[src/rtl/csr_pkg.sv]
// CSR access unit shared types: funct3 opcode encoding, FSM state encoding,
// the machine-mode CSR addresses recognised by the optional address check,
// and small decode helpers used by the unit and its write-data merge.
package csr_pkg;

  // funct3 field of a SYSTEM/Zicsr instruction; 000 and 100 are not CSR ops
  typedef enum logic [2:0] {
    CSR_OP_ILL0 = 3'b000,
    CSR_OP_RW   = 3'b001,
    CSR_OP_RS   = 3'b010,
    CSR_OP_RC   = 3'b011,
    CSR_OP_ILL4 = 3'b100,
    CSR_OP_RWI  = 3'b101,
    CSR_OP_RSI  = 3'b110,
    CSR_OP_RCI  = 3'b111
  } csr_op_e;

  // Read-modify-write sequencer states
  typedef enum logic [1:0] {
    ST_IDLE  = 2'd0,
    ST_READ  = 2'd1,
    ST_WRITE = 2'd2,
    ST_RESP  = 2'd3
  } csr_state_e;

  localparam logic [11:0] CSR_MSTATUS = 12'h300;
  localparam logic [11:0] CSR_MIE     = 12'h304;
  localparam logic [11:0] CSR_MEPC    = 12'h341;
  localparam logic [11:0] CSR_MIP     = 12'h344;

  // funct3 values that do not name a CSR operation
  function automatic logic csr_op_illegal(csr_op_e op);
    return (op == CSR_OP_ILL0) || (op == CSR_OP_ILL4);
  endfunction

  // RW / RWI: plain write, the old value is only needed when rd != x0
  function automatic logic csr_op_is_swap(csr_op_e op);
    return (op == CSR_OP_RW) || (op == CSR_OP_RWI);
  endfunction

  // Immediate forms take the rs1 field as a 5-bit zero-extended value
  function automatic logic csr_op_is_imm(csr_op_e op);
    return op[2];
  endfunction

  // Addresses implemented by the CSR file when address checking is enabled
  function automatic logic csr_addr_known(logic [11:0] addr);
    return (addr == CSR_MSTATUS) || (addr == CSR_MIE) ||
           (addr == CSR_MEPC)    || (addr == CSR_MIP);
  endfunction

endpackage

[src/rtl/csr_wdata_alu.sv]
// Combinational write-data merge for Zicsr operations:
//   RW/RWI -> operand, RS/RSI -> old | operand, RC/RCI -> old & ~operand.
module csr_wdata_alu
  import csr_pkg::*;
#(
  parameter int XLEN = 32
) (
  input  csr_op_e          op,
  input  logic [XLEN-1:0]  old_val,
  input  logic [XLEN-1:0]  operand,
  output logic [XLEN-1:0]  wdata
);

  // Select the merge function from the operation; unknown ops pass the operand
  always_comb begin
    wdata = operand;
    case (op)
      CSR_OP_RS, CSR_OP_RSI: wdata = old_val | operand;
      CSR_OP_RC, CSR_OP_RCI: wdata = old_val & ~operand;
      default:               wdata = operand;
    endcase
  end

endmodule

[src/rtl/csr_access_unit.sv]
// CSR access unit: initiator side of the CSR file port. Accepts one Zicsr
// instruction at a time, sequences the read and write strobes of the
// read-modify-write, and returns the old CSR value for rd writeback.
// Optional feature macro: CSR_ADDR_CHECK_EN -- when defined, only mstatus,
// mie, mepc and mip are legal addresses; otherwise all addresses pass through.
module csr_access_unit
  import csr_pkg::*;
#(
  parameter int XLEN   = 32,
  parameter int ADDR_W = 12
) (
  input  logic              clk,
  input  logic              rst,
  input  logic              req_valid,
  output logic              req_ready,
  input  logic [31:0]       inst,
  input  logic [XLEN-1:0]   rs1_data,
  output logic [ADDR_W-1:0] csr_addr,
  output logic [XLEN-1:0]   csr_wdata,
  output logic              csr_rd,
  output logic              csr_wr,
  input  logic [XLEN-1:0]   csr_rdata,
  output logic              resp_valid,
  input  logic              resp_ready,
  output logic [XLEN-1:0]   resp_data,
  output logic              resp_rd_we,
  output logic              resp_illegal
);

  csr_state_e        state_q, state_d;
  logic [ADDR_W-1:0] addr_q, addr_d;
  csr_op_e           op_q, op_d;
  logic [4:0]        rd_q, rd_d;
  logic [XLEN-1:0]   operand_q, operand_d;
  logic [XLEN-1:0]   old_q, old_d;
  logic [XLEN-1:0]   wdata_q, wdata_d;
  logic              illegal_q, illegal_d;
  logic              skip_wr_q, skip_wr_d;

  csr_op_e           req_op;
  logic [4:0]        req_rd;
  logic [4:0]        req_rs1;
  logic [ADDR_W-1:0] req_addr;
  logic [XLEN-1:0]   req_operand;
  logic              req_illegal;
  logic              req_skip_rd;
  logic              req_skip_wr;

  csr_op_e           alu_op;
  logic [XLEN-1:0]   alu_old;
  logic [XLEN-1:0]   alu_operand;
  logic [XLEN-1:0]   alu_wdata;

  logic              unused_inst;

  assign unused_inst = ^inst[6:0];

  // Decode the incoming instruction: operand source, illegality and which
  // phases of the read-modify-write can be skipped
  always_comb begin
    req_op      = csr_op_e'(inst[14:12]);
    req_rd      = inst[11:7];
    req_rs1     = inst[19:15];
    req_addr    = inst[20 +: ADDR_W];
    req_operand = csr_op_is_imm(req_op) ? {{(XLEN-5){1'b0}}, req_rs1} : rs1_data;
`ifdef CSR_ADDR_CHECK_EN
    req_illegal = csr_op_illegal(req_op) || !csr_addr_known(12'(req_addr));
`else
    req_illegal = csr_op_illegal(req_op);
`endif
    req_skip_rd = csr_op_is_swap(req_op) && (req_rd == 5'd0);
    req_skip_wr = !csr_op_is_swap(req_op) && (req_rs1 == 5'd0);
  end

  // The merge ALU is shared: in IDLE it prepares write data for a swap that
  // skips the read (old value is irrelevant), in READ it merges the live
  // csr_rdata so csr_wdata is already registered when WRITE starts
  always_comb begin
    alu_op      = (state_q == ST_IDLE) ? req_op : op_q;
    alu_old     = (state_q == ST_READ) ? csr_rdata : '0;
    alu_operand = (state_q == ST_IDLE) ? req_operand : operand_q;
  end

  csr_wdata_alu #(
    .XLEN (XLEN)
  ) u_wdata_alu (
    .op      (alu_op),
    .old_val (alu_old),
    .operand (alu_operand),
    .wdata   (alu_wdata)
  );

  // Next-state and datapath update for the IDLE/READ/WRITE/RESP sequencer
  always_comb begin
    state_d   = state_q;
    addr_d    = addr_q;
    op_d      = op_q;
    rd_d      = rd_q;
    operand_d = operand_q;
    old_d     = old_q;
    wdata_d   = wdata_q;
    illegal_d = illegal_q;
    skip_wr_d = skip_wr_q;
    case (state_q)
      ST_IDLE: begin
        if (req_valid) begin
          addr_d    = req_addr;
          op_d      = req_op;
          rd_d      = req_rd;
          operand_d = req_operand;
          old_d     = '0;
          illegal_d = req_illegal;
          skip_wr_d = req_skip_wr;
          if (req_illegal) begin
            state_d = ST_RESP;
          end else if (req_skip_rd) begin
            wdata_d = alu_wdata;
            state_d = ST_WRITE;
          end else begin
            state_d = ST_READ;
          end
        end
      end
      ST_READ: begin
        old_d   = csr_rdata;
        wdata_d = alu_wdata;
        state_d = skip_wr_q ? ST_RESP : ST_WRITE;
      end
      ST_WRITE: begin
        state_d = ST_RESP;
      end
      ST_RESP: begin
        if (resp_ready) begin
          state_d = ST_IDLE;
        end
      end
      default: begin
        state_d = ST_IDLE;
      end
    endcase
  end

  // State and datapath registers; reset clears everything so strobes drop at once
  always_ff @(posedge clk or negedge rst) begin
    if (!rst) begin
      state_q   <= ST_IDLE;
      addr_q    <= '0;
      op_q      <= CSR_OP_ILL0;
      rd_q      <= '0;
      operand_q <= '0;
      old_q     <= '0;
      wdata_q   <= '0;
      illegal_q <= 1'b0;
      skip_wr_q <= 1'b0;
    end else begin
      state_q   <= state_d;
      addr_q    <= addr_d;
      op_q      <= op_d;
      rd_q      <= rd_d;
      operand_q <= operand_d;
      old_q     <= old_d;
      wdata_q   <= wdata_d;
      illegal_q <= illegal_d;
      skip_wr_q <= skip_wr_d;
    end
  end

  // Port outputs decode straight from the state register, so each strobe is
  // exactly one cycle wide and read/write can never overlap
  always_comb begin
    req_ready    = (state_q == ST_IDLE);
    csr_rd       = (state_q == ST_READ);
    csr_wr       = (state_q == ST_WRITE);
    csr_addr     = addr_q;
    csr_wdata    = wdata_q;
    resp_valid   = (state_q == ST_RESP);
    resp_data    = resp_valid ? old_q : '0;
    resp_rd_we   = resp_valid && (rd_q != 5'd0) && !illegal_q;
    resp_illegal = resp_valid && illegal_q;
  end

endmodule

[config.mk]
export PLATFORM = sky130hd
export DESIGN_NAME = csr_access_unit
export DESIGN_NICKNAME = d
export VERILOG_FILES = /design/src/rtl/csr_pkg.sv /design/src/rtl/csr_wdata_alu.sv /design/src/rtl/csr_access_unit.sv
export SDC_FILE = /design/constraint.sdc
export NUM_CORES = 1
export LEC_CHECK = 0
export CORE_AREA = 2 2 123 125
export CTS_CLUSTER_DIAMETER = 150
export CTS_CLUSTER_SIZE = 24
export DETAILED_ROUTE_END_ITERATION = 10
export DIE_AREA = 0 0 125 127
export PLACE_DENSITY = 0.74
export SYNTH_ARGS = -nofsm -noshare
export SYNTH_HDL_FRONTEND = slang
export SYNTH_SLANG_ARGS = --single-unit
[constraint.sdc]
create_clock -name clk -period 1.85 [get_ports clk]
set_input_delay 0.2775 -clock clk [delete_from_list [all_inputs] [get_ports clk]]
set_output_delay 0.2775 -clock clk [all_outputs]
set_load 0.02 [all_outputs]
==> results of run 1 <==
## metrics by stage
| step | TNS (ns) | instance area [sq um] |
|---|---|---|
| final | -3.60 | 9630 |
| after global routing | -8.41 | 9630 |
| after CTS | -6.18 | 9570 |
| after detailed placement | -6.92 | 8490 |
| after global placement | -5.91 | 8490 |
| after floorplan | 0 | 6340 |
## repair_timing
item	CTS	global route
resized for setup	150	119
endpoints found under the hold margin	34	0
endpoints found under the setup margin	62	100
pin swaps	2	1
cloned	7	2
setup buffers	23	3
hold buffers	1	0
## area by class of cell
type,count,area [sq um],share of cell area
clock inverters,8,46.3,0.00481
flip-flops and latches,119,2980,0.310
well taps,184,230,0.0239
clock buffers,24,502,0.0521
multi-input cells,388,3270,0.340
repair buffers,238,2570,0.267
inverters,4,22.5,0.00234
## cell usage in the layout (no fill, tap or decap), types with 19 or more instances in the layout
| master | Yosys | layout |
|---|---|---|
| clkdlybuf4s50_1 | 0 | 135 |
| dfrtp_1 | 119 | 118 |
| mux2i_1 | 91 | 89 |
| mux2_1 | 70 | 56 |
| o21ai_1 | 34 | 35 |
| nand3_1 | 33 | 32 |
| buf_6 | 8 | 32 |
| buf_4 | 1 | 28 |
| a22oi_1 | 27 | 27 |
| nor2b_1 | 28 | 27 |
| and2_4 | 1 | 21 |
| nand2_1 | 20 | 19 |
## registers in the layout (all words and copies together) (netlist names)
name       cells
old_q         32
operand_q     32
op_q           2
rd_q           5
csr_addr      12
skip_wr_q      1
csr_wdata     32
illegal_q      1
state_q        2
## power by group
group          switching [mW]  leakage, nW  internal (mW)
sequential              0.753         1.50           3.81
combinational            4.56         2.59           5.20
clock                    1.15        0.276           1.87
total                    6.47         4.37           10.9
## final timing paths
check	startpoint	endpoint	depth (start not counted)
max	state_q[0]	csr_wdata[12]	10
min	csr_rdata[21]	old_q[21]	3
max reg2reg	state_q[0]	csr_wdata[12]	10
min reg2reg	operand_q[4]	operand_q[4]	2
max in group asynchronous	rst	state_q[1]	3
min in group asynchronous	rst	old_q[19]	3
## worst max-delay path, delay by kind of cell (launching register included)
| kind | cells | cell delay, ns |
|---|---|---|
| multiplexers | 3 | 0.62 |
| flip-flops | 1 | 0.39 |
| AND/OR/NAND/NOR | 1 | 0.16 |
| buffers and inverters | 5 | 0.59 |
| adder cells (fa/ha/maj) | 1 | 0.19 |
## cell families (layout without fill, tap and decap cells)
| logic type | after synthesis | in the layout | synth area share |
|---|---|---|---|
| mux | 170 | 170 | 0.285 |
| simple gates | 131 | 131 | 0.112 |
| flops | 119 | 119 | 0.471 |
| compound gates | 81 | 81 | 0.0773 |
| buf+inv | 49 | 274 | 0.0429 |
| fa+ha+maj | 6 | 6 | 0.0119 |
## metal layers
metal | track usage | vias to the layer above
met5 | 0 | -
met4 | 0.0948 | 0
met3 | 0.0523 | 36
li1 | - | 2414
met1 | 0.293 | 2648
met2 | 0.413 | 184
==> key figures, run 1 <==
Status
  • Status: complete, but fails checks
  • Failing checks: negative setup slack

Clocking
  • TritonCTS clock tree: done
  • H-tree depth: 4
  • Clk pin slew, worst setup/hold paths: ~0.06 ns
  • Worst-Skew Late Latency: roughly 0.42 ns
  • CTS Buf Count: 17
  • Clk sink count: between 100 and 150
  • Root Buffer: clkbuf_16
  • Clock Path Buffers: 2

Logic synthesis
  • Synthesis Warnings: 0
  • Mapped Nets: between 600 and 700
  • Top-count cell post-synth: dfrtp_1
  • Netlist cell types: 32
  • Post-synth top area share: 0.471
  • Mean post-synth cell area: 11.4 sq um
  • Mapped Area: roughly 0.0063 sq mm
  • Synthesized instance count: 556
  • Main area contributors after synthesis: dfrtp_1 (47%), mux2i_1 (14%), mux2_1 (12%)
  • Share of the yosys chip area belonging to registers: 0.471
  • Synth Register Bits: ~120
  • EDFF count, synth: 0
  • Ys flop type: dfrtp_1
  • Ys async rst share: 1.00
  • Cell taking the most area after synthesis: dfrtp_1
  • Commonest cells in the netlist: dfrtp_1 (119), mux2i_1 (91), mux2_1 (70)

Setup path
  • Kind of critical path: reg2reg
  • Top fanout value on the critical path: 5
  • CP max-delay cell: dfrtp_1
  • Arrival time at the worst endpoint: approximately 2.3 ns
  • CP max stage delay: a little under 0.4 ns
  • Flop2flop setup slack: -0.13 ns
  • Crit path required time: around 2.2 ns
  • Crit. End Element: flip-flop
  • Worst Setup Start Kind: flip-flop
  • CP cell instances: buf_6 -> clkinv_4 -> ha_4 -> buf_6 -> mux2_4 -> and2_4 -> buf_12 -> buf_16 -> mux2i_1 -> mux2_4

Power
  • Pwr Total: about 17 mW
  • VDD IR max: 0.972 mV
  • Leak: 4.37 nW
  • Cell area power density: ~1800 mW/mm^2

Die
  • Die X: 125 microns
  • Starting Density: 0.438
  • Num ports: roughly 180
  • Std-Cell Rows: 44
  • Die footprint: about 0.016 sq mm
  • Die height: 127 microns
  • Core ar.: around 0.014 sq mm

Final layout
  • Ant diodes: 0
  • Layout Utilization: 0.667
  • Layout area overhead: 52.2%
  • Layout Nets: 874
  • Filler cell count: between 1k and 1.5k
  • Fin cells: approximately 970
  • Layout cell share with drive strength beyond 1: 0.247

Global routing
  • Initial antenna violation count: 0
  • Vias in the first global route: between 5k and 6k
  • Pin count of the biggest net entering global routing: 120
  • First-pass GRT wire length: about 30000 microns
  • Grt ovf: 0
  • GRT Util Overall: 0.239

Run
  • Max-cap violations: 0

Place
  • PortBufs: ~170
  • Dpl hpwl: 11500 microns
  • Placer Congestion: between 0.8 and 0.9
  • Placed insts: about 900
  • Dpl ws: -0.154 ns

STA
  • Setup ws final: -0.131 ns
  • Worst slew pin tran: ~0.66 ns
  • Max Fclk: between 500 and 600 MHz
  • Setup violations, final: 65
  • Slew Viols, Final: 0
  • Max Clock Skew: around 0.0050 ns
  • Final min period: 1.98 ns
  • Period utilisation layout: 1.07
  • Max transition margin: 0.562
  • RSZ-0062 raised after global routing: true
  • Fin. Hold Viols: 0
  • Worst hold slack: approximately 0.45 ns

Detailed routing
  • Routed wl met3: 1130 microns
  • Drt drc: 0
  • Routed Wire Length: around 19000 microns
  • Via density: ~5.5
  • DRT met1 WL: around 7700 microns
  • Router iterations before antenna repair: 5
  • Met2 WL post-DR: 9580 microns
  • Wire per inst: just under 20 microns
  • Post-route ant nets: 0
  • Top Metal Used: met4
  • Initial DRC count: 362
  • Via count: between 5k and 6k

Min path
  • Worst Hold Class: in2reg
Note: power is estimated with default switching activity, not from simulation.
==> run 2: changes to the inputs <==
--- a/config.mk
+++ b/config.mk
@@ -10,7 +10,9 @@
 export CTS_CLUSTER_SIZE = 24
 export DETAILED_ROUTE_END_ITERATION = 10
 export DIE_AREA = 0 0 125 127
+export GPL_ROUTABILITY_DRIVEN = 1
 export PLACE_DENSITY = 0.74
+export REMOVE_ABC_BUFFERS = 1
 export SYNTH_ARGS = -nofsm -noshare
 export SYNTH_HDL_FRONTEND = slang
 export SYNTH_SLANG_ARGS = --single-unit
==> key figures, run 2 (synthesis gave the netlist of run 1 again) <==
Detailed routing
  • Routed wl met3: around 1100 microns
  • Post-route ant nets: 0
  • DRT met1 WL: roughly 7600 microns
  • Top Metal Used: met4
  • Drt drc: 0
  • Wire per inst: roughly 19 microns
  • Met2 WL post-DR: 9110 microns
  • Router iterations before antenna repair: 4
  • Routed Wire Length: 18100 microns
  • Via count: between 5k and 6k
  • Initial DRC count: about 220
  • Via density: 5.40

Power
  • VDD IR max: around 0.84 mV
  • Pwr Total: roughly 16 mW
  • Leak: between 4 and 5 nW
  • Cell area power density: roughly 1700 mW/mm^2

Final layout
  • Layout Nets: ~850
  • Layout Utilization: 0.653
  • Most frequent cells in the layout: clkdlybuf4s50_1 (135), dfrtp_1 (117), mux2i_1 (82)
  • Commonest non-fill, non-tap cell in the layout: clkdlybuf4s50_1
  • Layout area overhead: 48.8%
  • Fin cells: approximately 940
  • Ant diodes: 0
  • Layout cell share with drive strength beyond 1: 0.244

Setup path
  • Flop2flop setup slack: 0 ns
  • Crit. End Element: primary output
  • Top fanout value on the critical path: 6
  • Kind of critical path: reg2out
  • R2R depth: 7
  • Arrival time at the worst endpoint: around 1.6 ns
  • Crit path required time: around 1.6 ns
  • End of the worst register-to-register path: csr_wdata[6]
  • Worst flop-to-flop path startpoint: state_q[0]
  • Worst Setup Start Kind: flip-flop

STA
  • Max transition margin: 0.709
  • Setup violations, final: 6
  • Max Fclk: 533 MHz
  • Fin. Hold Viols: 0
  • Period utilisation layout: 1.01
  • RSZ-0062 raised after global routing: true
  • Max Clock Skew: around 0.0043 ns
  • Final min period: approximately 1.9 ns
  • Worst slew pin tran: roughly 0.44 ns
  • Setup ws final: -0.0254 ns
  • Slew Viols, Final: 0

Die
  • Num ports: roughly 180
  • Die footprint: around 0.016 sq mm
  • Die height: 127 microns
  • Starting Density: 0.438
  • Die X: around 130 microns
  • Std-Cell Rows: 44
  • Core ar.: about 0.014 sq mm

Min path
  • Worst Hold Class: in2async

Status
  • Status: complete, but fails checks
  • Failing checks: negative setup slack

Clocking
  • Clk sink count: between 100 and 150
  • Worst-Skew Late Latency: just over 0.4 ns
  • Clock Path Buffers: 2
  • CTS Buf Count: 17
  • Clk pin slew, worst setup/hold paths: approximately 0.050 ns
  • Root Buffer: clkbuf_16
  • H-tree depth: 4
  • TritonCTS clock tree: done

Global routing
  • GRT Util Overall: 0.226
  • First-pass GRT wire length: around 28000 microns
  • Vias in the first global route: roughly 5.4k
  • Initial antenna violation count: 0
  • Pin count of the biggest net entering global routing: 53
  • Grt ovf: 0

Place
  • Placer Congestion: roughly 0.76
  • Dpl ws: -0.200 ns
  • Placed insts: around 900
  • PortBufs: between 150 and 200
  • Dpl hpwl: approximately 12000 microns

Run
  • Max-cap violations: 0
-- run 2: cell count changes in the layout (fill, tap and decap cells not counted), sizes merged --
| cell | change |
|---|---|
| and2 | +1 |
| buf | -22 |
| clkdlybuf4s15 | -1 |
| clkinvlp | -1 |
| clkbuf | +5 |
| clkinv | -5 |
| inv | +1 |
-- run 2: how the worst max path moves through the flow --
stage	start	endpoint	slack [ns]	depth (start not counted)
detailed placement	inst[13]	csr_wdata[12]	-0.20	5
finish	state_q[0]	resp_data[21]	-0.03	4
global placement	state_q[0]	resp_data[6]	-0.15	4
global route	state_q[1]	csr_wdata[17]	-0.08	7
floorplan	state_q[0]	csr_addr[0]	-2.14	4
CTS	state_q[0]	csr_wdata[19]	-0.03	7
-- run 2: report_power, final --
group | internal, mW | switching (mW) | leakage, nW | total (mW)
logic | 4.57 | 4.34 | 2.45 | 8.92
clock network | 1.90 | 1.09 | 0.269 | 2.99
registers | 3.82 | 0.740 | 1.50 | 4.56
total | 10.3 | 6.17 | 4.22 | 16.5
-- run 2: cell type report --
| cell class | instances | area, sq um |
|---|---|---|
| tap | 184 | 230 |
| timing repair buffer | 217 | 2300 |
| multi-input combinational | 389 | 3350 |
| sequential | 119 | 2980 |
| fill | 1138 | 5010 |
| clock buffer | 27 | 523 |
| inverter | 4 | 15.0 |
| clock inverter | 3 | 15.0 |
-- run 2: what timing repair did --
action | 4_1_cts | 5_1_grt
cloned | 2 | 3
gates resized for setup | 166 | 118
hold buffers | 1 | 0
buffers inserted | 2 | 2
pin swaps | 2 | 3
hold endpoints to repair | 15 | 0
endpoints found under the setup margin | 70 | 57
-- run 2: metrics by stage --
step	instance area (sq um)	setup TNS [ns]	hold slack (ns)
floorplan	6070	-221.16	-0.0181
global placement	8460	-7.24	0.169
detailed placement	8460	-8.93	0.176
CTS	8930	-0.244	0.295
global route	9410	-2.14	0.322
finish	9410	-0.0642	0.308
-- run 2: worst max-delay path: stages (launching register included) --
cell     delay [ns]
dfrtp_2        0.42
ha_4           0.27
buf_4          0.19
and2_1         0.15
buf_2          0.17
-- run 2: layer usage --
metal / vias up / track usage
li1: 2363 / -
met1: 2533 / 0.280
met2: 170 / 0.386
met3: 29 / 0.0549
met4: 0 / 0.0843
met5: - / 0
==> run 3: changes to the inputs <==
--- a/config.mk
+++ b/config.mk
@@ -6,7 +6,6 @@
 export NUM_CORES = 1
 export LEC_CHECK = 0
 export CORE_AREA = 2 2 123 125
-export CTS_CLUSTER_DIAMETER = 150
 export CTS_CLUSTER_SIZE = 24
 export DETAILED_ROUTE_END_ITERATION = 10
 export DIE_AREA = 0 0 125 127
==> results of run 3 <==
Same layout as run 2: the final DEF is identical, and so are final timing and power.
